### config.mk
export PLATFORM = sky130hd
export DESIGN_NAME = mix_columns_engine
export DESIGN_NICKNAME = d
export VERILOG_FILES = /design/src/rtl/mix_columns_engine.sv
export SDC_FILE = /design/constraint.sdc
export NUM_CORES = 1
export LEC_CHECK = 0
export CORE_MARGIN = 3
export CORE_UTILIZATION = 35
export CTS_CLUSTER_SIZE = 25
export DETAILED_ROUTE_END_ITERATION = 10
export PLACE_DENSITY = 0.58
export SYNTH_ARGS = -nofsm -noshare
export SYNTH_HDL_FRONTEND = slang
export SYNTH_SLANG_ARGS = --single-unit
### constraint.sdc
create_clock -name clk -period 4.1 [get_ports clk]
set_clock_uncertainty 0.15 [all_clocks]
set_input_delay 1.025 -clock clk [delete_from_list [all_inputs] [get_ports clk]]
set_output_delay 1.025 -clock clk [all_outputs]
set_load 0.05 [all_outputs]
### src/rtl/mix_columns_engine.sv
// mix_columns_engine: handshaked AES MixColumns / InvMixColumns, COLS_PER_CYCLE columns per busy cycle.
// Define MIXCOL_SKIP_EN to add skip_en, which passes the state through unchanged (final round).
//
// state | meaning
// IDLE  | waiting for in_valid; in_ready high
// BUSY  | transforming COLS_PER_CYCLE columns per cycle, ascending column order
// DONE  | result held on state_out until out_ready
module mix_columns_engine #(
    parameter int COLS_PER_CYCLE = 4
) (
    input  logic         clk,
    input  logic         rst_n,
    input  logic         in_valid,
    output logic         in_ready,
    input  logic [127:0] state_in,
    input  logic         enc_en,
`ifdef MIXCOL_SKIP_EN
    input  logic         skip_en,
`endif
    output logic         out_valid,
    input  logic         out_ready,
    output logic [127:0] state_out,
    output logic         busy
);

    localparam int NUM_PASSES = 4 / COLS_PER_CYCLE;
    localparam logic [1:0] COL_STEP = 2'(COLS_PER_CYCLE);
    localparam logic [1:0] LAST_IDX = 2'((NUM_PASSES - 1) * COLS_PER_CYCLE);

    if (COLS_PER_CYCLE != 1 && COLS_PER_CYCLE != 2 && COLS_PER_CYCLE != 4) begin : g_bad_cols
        $error("mix_columns_engine: COLS_PER_CYCLE must be 1, 2 or 4");
    end

    typedef enum logic [1:0] {IDLE, BUSY, DONE} state_t;

    state_t         state;
    state_t         state_nxt;
    logic [127:0]   work;
    logic [127:0]   work_nxt;
    logic [1:0]     col_idx;
    logic [1:0]     col_sel;
    logic           mode_q;
    logic           skip_q;

    function automatic logic [7:0] xtime(input logic [7:0] x);
        return {x[6:0], 1'b0} ^ (x[7] ? 8'h1b : 8'h00);
    endfunction

    function automatic logic [31:0] mix_column(input logic [31:0] col, input logic enc);
        logic [7:0] a  [4];
        logic [7:0] x2 [4];
        logic [7:0] x4 [4];
        logic [7:0] x8 [4];
        logic [7:0] m9 [4];
        logic [7:0] mb [4];
        logic [7:0] md [4];
        logic [7:0] me [4];
        for (int r = 0; r < 4; r++) begin
            a[r]  = col[24-8*r +: 8];
            x2[r] = xtime(a[r]);
            x4[r] = xtime(x2[r]);
            x8[r] = xtime(x4[r]);
            m9[r] = x8[r] ^ a[r];
            mb[r] = x8[r] ^ x2[r] ^ a[r];
            md[r] = x8[r] ^ x4[r] ^ a[r];
            me[r] = x8[r] ^ x4[r] ^ x2[r];
        end
        // 3a is 2a ^ a; row 0 is the most significant byte of the column
        if (enc)
            return {x2[0] ^ x2[1] ^ a[1] ^ a[2] ^ a[3],
                    a[0] ^ x2[1] ^ x2[2] ^ a[2] ^ a[3],
                    a[0] ^ a[1] ^ x2[2] ^ x2[3] ^ a[3],
                    x2[0] ^ a[0] ^ a[1] ^ a[2] ^ x2[3]};
        else
            return {me[0] ^ mb[1] ^ md[2] ^ m9[3],
                    m9[0] ^ me[1] ^ mb[2] ^ md[3],
                    md[0] ^ m9[1] ^ me[2] ^ mb[3],
                    mb[0] ^ md[1] ^ m9[2] ^ me[3]};
    endfunction

    always_comb begin
        work_nxt = work;
        col_sel  = '0;
        for (int j = 0; j < COLS_PER_CYCLE; j++) begin
            col_sel = col_idx + 2'(j);
            if (!skip_q)
                work_nxt[{col_sel, 5'd0} +: 32] = mix_column(work[{col_sel, 5'd0} +: 32], mode_q);
        end
    end

    always_ff @(posedge clk or negedge rst_n) begin
        if (!rst_n)
            state <= IDLE;
        else
            state <= state_nxt;
    end

    always_comb begin
        state_nxt = state;
        in_ready  = 1'b0;
        out_valid = 1'b0;
        busy      = 1'b0;
        case (state)
            IDLE: begin
                in_ready = 1'b1;
                if (in_valid)
                    state_nxt = BUSY;
            end
            BUSY: begin
                busy = 1'b1;
                if (col_idx == LAST_IDX)
                    state_nxt = DONE;
            end
            DONE: begin
                out_valid = 1'b1;
                if (out_ready)
                    state_nxt = IDLE;
            end
            default: state_nxt = IDLE;
        endcase
    end

    always_ff @(posedge clk or negedge rst_n) begin
        if (!rst_n) begin
            work    <= '0;
            mode_q  <= 1'b1;
            col_idx <= '0;
        end else if (state == IDLE && in_valid) begin
            work    <= state_in;
            mode_q  <= enc_en;
            col_idx <= '0;
        end else if (state == BUSY) begin
            work    <= work_nxt;
            col_idx <= col_idx + COL_STEP;
        end
    end

`ifdef MIXCOL_SKIP_EN
    always_ff @(posedge clk or negedge rst_n) begin
        if (!rst_n)
            skip_q <= 1'b0;
        else if (state == IDLE && in_valid)
            skip_q <= skip_en;
    end
`else
    assign skip_q = 1'b0;
`endif

    assign state_out = work;

endmodule

Word-level counts from Yosys, hierarchy flattened --
Index checks and enable logic that the tools add are counted.
Word-level totals: input port bits 133, register bits 133
Operators by class: add/subtract/negate cells 7, bitwise gates (word level) 256, muxes and demuxes 66, shift operators 12, equality and inequality tests 5, reduce and logical (&&, ||, !) cells 5
Operator list (number):
- $xor A8 B8 Y8 | 208
- $bwmux W128 | 4
- $shift A32 B9 Y128 const A | 4
- $shiftx A128 B8 Y32 | 4
- $shiftx A32 B9 Y128 | 4
- $xor A8 B5 Y8 | 48
- $mux W128 | 2
- $mux W5 | 48
- $mux W32 | 4
- $neg A7 Y9 | 4
- $mux W2 | 4
- $ne A2 B2 Y1 const B | 3
- $pmux W2 S3 | 1
- $add A2 B2 Y2 const B | 2
- $logic_not A2 Y1 | 2
- $mux W1 | 3
- $reduce_and A3 Y1 | 1
- $add A2 B1 Y2 const B | 1
- $eq A2 B1 Y1 const B | 1
- $eq A2 B2 Y1 const B | 1
- $reduce_bool A2 Y1 | 1
- $logic_and A1 B1 Y1 | 1

Depth between registers and ports, before layout --
Gate-level depths: netlist of the first run.
depth in word-level cells 20, mapped depth 10, depth with buffers taken out 7

Worst setup path before layout of the first run --
Ideal clock, no wire load.
kind reg2out, start point register state[0], end point output busy, slack 1190 ps, data arrival time 1735 ps, stages on the path, launching flop included 6, required time 2925 ps, buffers on the path 3, path through dfrtp_1 > clkbuf_1 > nand2_1 > inv_2 > clkbuf_1 > clkbuf_1
Between the ends: longest elaborated chain between the ends 2
RTL lines:
- start: declaration | line 36 | state_t state;
- start signal: assignment | line 95 | state <= state_nxt;
- $eq A2 B1 Y1 | line 103 | case (state)
- $mux W1 | line 103
- end: declaration | line 23 | output logic busy
No other way between the ends.

Final worst setup path of the first run --
start point register work[47], in the netlist state_out[47], end point output state_out[47]
RTL lines:
- start: declaration | line 38 | logic [127:0] work;
- start signal: assignment | line 129 | work <= state_in;
- start signal: assignment | line 133 | work <= work_nxt;
- end: declaration | line 22 | output logic [127:0] state_out,
No word-level cell between the ends.

==> out/summary.md, run 1 <==
The number of hold buffers added after CTS was 0. The final hold violation count was 0. The largest delay contributor family on the critical path was buffers and inverters. Maximum level of the CTS H-tree: 4.

TritonCTS created 17 clock buffers. Summed over all failing endpoints, the final setup total negative slack is 0 ns. The synthesized netlist occupies a cell area of 15,600 µm². The sequential element share of the synthesized area was 21.0%. The post-cts sizing count was 0. The number of enable-type register cells in the synthesized netlist is 0, and the cell count along the critical path is 1. In this run the worst hold path is classified as primary input to asynchronous set/reset pin. STA puts the critical path data required time at 2.92 ns. After the first detailed-routing iteration, the DRC count stood at 903.

The tools report the number of nets with antenna violations after detailed routing as 0. Endpoint of the worst-slack reg-to-reg timing path: state_out[91]. The die covers 47,100 µm². The endpoint arrival time on the critical path was 2.25 ns; the highest achievable clock rate was 292 MHz. Before antenna repair, the detailed router went through 7 iterations. Setup repair after global routing left no endpoint under its margin.

On the critical path, the stage with the largest delay is an instance of sky130_fd_sc_hd__clkdlybuf4s50_1. Traced cell by cell, the critical path runs through clkdlybuf4s50_1. The largest area contributor in the netlist was sky130_fd_sc_hd__xnor2_1. The number of antenna violations at the first check in global routing is 3.

The final layout contains 1,959 nets. TritonCTS built the clock tree. 264 I/O pins were placed. The flop-to-flop setup slack was 1.04 ns.

Number of instances in the synthesized netlist: 1,691. Across all layers, the routed design uses 12.4k vias. In this run the tool buffered the top-level ports with 263 buffer cells. The clock transition at the registers of the reported paths is 0.06 ns, and the instance count after placement with tap cells included is 2,392. The predominant post-synthesis flop cell is sky130_fd_sc_hd__dfrtp_1. The tools report the library cell used as clock root buffer as sky130_fd_sc_hd__clkbuf_16. The number of buffer and inverter stages on the critical path is 1. For the starting density of the core, the log shows 35.8%.

The library cell used most frequently in the layout, excluding fill and tap cells, is sky130_fd_sc_hd__xnor2_1. In this run the standard cell core region covers 43,600 µm². The post-CTS setup repair buffer count came out at 0.

In the final routed layout, each cell accounts on average for 22.5 µm. The total overflow left after global routing is 0. The post-layout utilization of the core came out at 43.7%. The tools report the final-layout worst hold slack as 0.399 ns. The DRC violations left came out at 0.

The number of antenna diodes in the final layout is 0. The share of synthesized flip-flops with an asynchronous set or reset came out at 100%. The die span in y works out to 217 µm. In the final layout, the share of cells above drive strength 1 is 5.55%.

The critical setup path kind is register to primary output. Count of synthesis-stage warnings from yosys: 0. The average instance area after synthesis is 9.22 µm². The final setup violation count came out at 0. The count of maximum capacitance violations came out at 0. Following the worst setup path forward leads to its endpoint at state_out[47]. The number of standard-cell rows in the floorplan was 76; the final standard cell count with taps included and fillers excluded was 2,424. The synthesized design devotes to its leading area cell type 31.8% of total area. The flow ran to the end, and the final reports show no timing, DRC or antenna violations. The worst setup path is captured at a primary output. The first global-routing pass estimated 82.2 mm of wire. After layout, the minimum clock period comes to 3.43 ns. Along the worst path, the maximum fanout reaches 12.

The logs give 40.6% for the headroom to the max-slew limit and 1,824 for the net count after synthesis. Entering global routing, the biggest net connects 55 pins. The number of global-route vias before repair came out at 12.8k. Tracing the worst setup path back leads to its startpoint at state_out[47].

The maximum single-stage delay on the critical path was 0.94 ns. Sorting the synthesized cells by area gives the leading types as sky130_fd_sc_hd__xnor2_1, sky130_fd_sc_hd__dfrtp_1, sky130_fd_sc_hd__xor2_1, sky130_fd_sc_hd__xnor3_1, sky130_fd_sc_hd__o21ai_0. Global routing consumed, over all layers together, 23.0% of the routing resources.

Slew at the pin closest to its max-slew limit: 0.888 ns. Once detailed placement completed, the half-perimeter wirelength came to 40.8 mm. No sink is reached through more buffers than the 2 on the longest clock path. The distinct cell type count after synthesis is 55, and the total wirelength of the detailed-routed design is 54.6 mm. In this run the critical register-to-register path is launched from state_out[69].

The startpoint type of the worst setup path is a register. The number of sinks driven by the clock tree is 131, and the global placer's final weighted congestion is 0.908. Compared with the post-synthesis result, the final layout area differs by 22.1%. Measured along the x axis, the die boundary spans 217 µm.

In the layout the commonest cells are sky130_fd_sc_hd__xnor2_1, sky130_fd_sc_hd__clkdlybuf4s50_1, sky130_fd_sc_hd__xor2_1, sky130_fd_sc_hd__dfrtp_1, sky130_fd_sc_hd__nand2_1. Number of synthesized register bits: 131. The detail-routed via count per cell is 5.12, and the share of the clock period used by the worst path after layout is 83.6%. The number of cells on the worst reg-to-reg path came out at 5. The tools report the final number of max-transition violations as 0.

For the clock insertion delay at the later pin of the skew report, the log shows 0.45 ns.
## worst register-to-register path, cell delays in order, from the launching register on
cell and delay, ns:
sky130_fd_sc_hd__dfrtp_1 0.61, sky130_fd_sc_hd__xnor2_1 0.62, sky130_fd_sc_hd__xnor3_1 0.55, sky130_fd_sc_hd__xnor2_1 0.57, sky130_fd_sc_hd__xnor2_1 0.18, sky130_fd_sc_hd__o41ai_1 0.27
## area by class of cell
class / instances / area [µm²]
repair buffers: 289 / 2830
clock buffers: 18 / 439
well taps: 585 / 732
fillers: 4353 / 24500
multi-input cells: 1380 / 11500
flip-flops and latches: 131 / 3280
clock inverters: 14 / 163
inverters: 7 / 30.0
## Yosys cell counts, drive strengths merged (2+ instances only)
cell type,number
a32oi,4
o21ai,117
a22o,3
o221ai,9
o41ai,2
nand2b,4
o211ai,3
o22a,8
nor3b,4
xnor3,49
xor2,195
o211a,3
a21o,5
o31ai,7
and3,2
a22oi,26
inv,7
o2bb2ai,3
clkbuf,101
nor2b,12
or3,4
xor3,14
mux2i,38
a21oi,68
a221oi,7
o22ai,13
o32ai,2
nand3,2
buf,72
dfrtp,130
xnor2,584
a211oi,5
a31oi,3
nor2,77
nand2,101
## cells by family after synthesis
kind of cell | after synthesis | share of synthesized area (%)
buf+inv | 180 | 4.97
simple gates | 209 | 5.58
flops | 131 | 21.0
xor+xnor | 842 | 54.7
compound gates | 291 | 11.3
mux | 38 | 2.44
## flip-flops by register name (all words and copies together) (netlist names)
register / count
state_out: 128
state: 2
mode_q: 1
## routing by layer
layer | wire [µm] | global-route usage (%)
met2 | 26000 | 38.2
met3 | 3070 | 3.92
met4 | 1100 | 6.22
met5 | 38 | 0
met1 | 24500 | 31.1
## through the flow
step / setup WS, ns / cell area, µm²
6_report: 0.674 / 19000
5_1_grt: 0.643 / 19000
4_1_cts: 0.661 / 19000
3_5_place_dp: 1.08 / 18400
3_3_place_gp: 1.10 / 18400
2_1_floorplan: 1.19 / 15600
## worst min path at each step
stage	to	slack [ns]	startpoint
finish	state_out[119]	0.40	rst_n
global route	state_out[98]	0.42	rst_n
CTS	state_out[119]	0.40	rst_n
detailed placement	state_out[59]	0.51	state_out[59]
global placement	state_out[59]	0.51	state_out[59]
floorplan	state[0]	0.58	rst_n
Power of run 1 is left out: the tool's default activity adds up to more than one toggle a clock period on the data nets, which glitch-free logic cannot reach.
==> run 2: changes to the inputs <==
==> constraint.sdc (replaced) <==
create_clock -name clk -period 3.5 [get_ports clk]
set_clock_uncertainty 0.15 [all_clocks]
set_input_delay 0.875 -clock clk [delete_from_list [all_inputs] [get_ports clk]]
set_output_delay 0.875 -clock clk [all_outputs]
set_load 0.05 [all_outputs]
==> out/summary.md, run 2 (synthesis gave the netlist of run 1 again) <==
The maximum single-stage delay on the critical path was 0.94 ns (about the same). The slew at the pin closest to its max-slew limit is 0.767 ns (-0.121 ns). On the critical path, the stage with the largest delay is an instance of sky130_fd_sc_hd__clkdlybuf4s50_1. The clock insertion delay at the later pin of the skew report is 0.45 ns (about the same), and the sum of negative setup slack is 0 ns (unchanged).

The clock transition at the registers of the reported paths was 0.07 ns (about the same); the number of top-level pins was 264 (unchanged). The starting density of the core is 35.8% (unchanged), and the total wirelength of the detailed-routed design is 57.1 mm (+4.4%). The global-route wire length before repair is 85.9 mm (+4.5%). The flip-flop count of the largest register, all copies and words added works out to 128 (unchanged).

Static timing analysis puts the maximum clock frequency at 307 MHz. The via count came out at 12.5k (+0.35%). The die span in y works out to 217 µm (unchanged). The run finished with clean final reports.

The logs give 0 (unchanged) for the post-CTS setup repair buffer count and 131 (unchanged) for the number of sinks driven by the clock tree. Compared with the post-synthesis result, the final layout area differs by 23.8%. Maximum number of pins on one net before global-route repair: 91 (+65%).

For the count of hold-fix buffers inserted at cts, the log shows 0 (unchanged). The worst setup slack after layout came out at 0.248 ns (-0.426 ns). For the DRC violations left, the log shows 0 (unchanged). For the cell area reported after detailed placement, the log shows 18,700 µm² (+1.3%). The largest delay contributor family on the critical path was buffers and inverters. The highest routed metal layer was met5.

The design area came out at 19,300 µm² (+1.4%). Post-cts sizing count: 0 (unchanged). The critical path is of the register to primary output type. The tools report the library cell used as clock root buffer as sky130_fd_sc_hd__clkbuf_16. TritonCTS built the clock tree. The final number of max-transition violations was 0 (unchanged).

The pre-CTS setup slack was 0.490 ns (-0.590 ns); the routed wirelength normalized by instance count was 23.3 µm (+3.4%). The commonest non-fill, non-tap cell in the layout was sky130_fd_sc_hd__xnor2_1. The logs give 0 (unchanged) for the final setup violation count and 47,100 µm² (unchanged) for the full die area. The maximum level of the CTS H-tree was 4 (unchanged); the layout cell share with drive strength beyond 1 was 6.87% (+1.3 points).

First-pass iteration count of the detailed router: 5 (-2). The signal on the critical path passes through clkdlybuf4s50_1. The number of standard-cell rows in the floorplan came out at 76 (unchanged). The HPWL reported at the end of detailed placement came out at 42.4 mm (+4.0%). The tools report the initial DRC count as 898 (-0.55%). In the layout the commonest cells are sky130_fd_sc_hd__xnor2_1, sky130_fd_sc_hd__clkdlybuf4s50_1, sky130_fd_sc_hd__xor2_1, sky130_fd_sc_hd__dfrtp_1, sky130_fd_sc_hd__nand2_1. The run gives 13.1k (+2.4%) as the number of global-route vias before repair.

The number of CTS-inserted buffers is 17 (unchanged), and the headroom to the max-slew limit is 48.9% (+8.3 points). The logs give 2 (unchanged) for the buffer levels on the longest clock path and 11,500 µm² (unchanged) for the area of combinational cells with multiple inputs. Subtracting the final worst setup slack from the clock period gives 3.25 ns. The length of routed wiring on met1 came out at 25.8 mm (+5.3%). Type of destination of the critical path: a primary output. The die span in x came out at 217 µm (unchanged).

The number of antenna violations at the first check in global routing is 2 (-1). The number of filler instances in the final layout is 4,303 (-1.1%). The min-delay analysis places its worst path in the category primary input to asynchronous set/reset pin. The worst endpoint required time was 2.47 ns (-0.45 ns). The startpoint type of the worst setup path is a register. The share of the clock period used by the worst path after layout came out at 92.9%. The endpoint arrival time on the critical path was 2.23 ns (-0.02 ns); the detail-routed via count per cell was 5.09 (-0.63%). Setup repair after global routing left no endpoint under its margin.

The total congestion overflow after global routing came out at 0 (unchanged). The placeable core region was 43,600 µm² (unchanged); the layout net count was 1,984 (+1.3%). The final hold violation count came out at 0 (unchanged). The number of antenna diodes came out at 0 (unchanged). The routed length on met2 came out at 26.8 mm (+3.2%).

The global-route usage over all layers is 24.1% (+1.1 points), and the number of buffer and inverter stages on the critical path is 1 (unchanged). The number of I/O port buffers was 263 (unchanged); the number of nets with antenna violations after detailed routing was 0 (unchanged). The count of maximum capacitance violations came out at 0 (unchanged). The highest net fanout along the worst path came out at 11 (-1). The global placer's final weighted congestion is 0.930 (+2.5%), and the routed length on met3 is 3.28 mm (+6.9%). Area of all sequential standard cells: 3280 µm² (unchanged).
==> run 2: cell count changes in the layout (fill, tap and decap cells not counted) <==
cell and change:
sky130_fd_sc_hd__buf_12 +5, sky130_fd_sc_hd__clkinvlp_4 -2, sky130_fd_sc_hd__clkdlybuf4s50_1 -2, sky130_fd_sc_hd__bufinv_16 +1, sky130_fd_sc_hd__clkinv_4 +2, sky130_fd_sc_hd__clkinv_2 -2, sky130_fd_sc_hd__buf_4 +22
==> run 2: path summary, 6_finish.rpt <==
kind	from	end	slack [ns]	cells past startpoint
min in group clk	state_out[48]	state_out[48]	0.51	2
setup reg to reg	state_out[47]	state_out[35]	0.50	6
max in group asynchronous	rst_n	state_out[59]	2.14	2
setup / recovery	state_out[71]	state_out[71]	0.25	1
hold reg to reg	state_out[48]	state_out[48]	0.51	2
hold / removal	rst_n	state_out[119]	0.25	1
==> run 2: through the flow <==
step	instances	util, %	hold WS, ns
3_5_place_dp	2417	42.9	0.499
5_1_grt	2448	44.3	0.278
2_1_floorplan	1691	-	0.429
6_report	2448	44.3	0.251
4_1_cts	2448	44.3	0.267
3_3_place_gp	2417	42.9	0.487
==> run 2: layout make-up <==
class                   count  area share [%]
well taps                 585            3.79
multi-input cells        1380            59.8
clock inverters            13           0.960
flip-flops and latches    131            17.0
repair buffers            314            16.0
inverters                   7           0.156
clock buffers              18            2.28
==> run 2: layer usage <==
layer  GRT usage [%]  vias to the layer above
met2            39.2                      417
met3            3.92                       65
met5               0                        -
li1                -                     5798
met4            6.94                        2
met1            33.2                     6184
Power of run 2 is left out for the same reason.
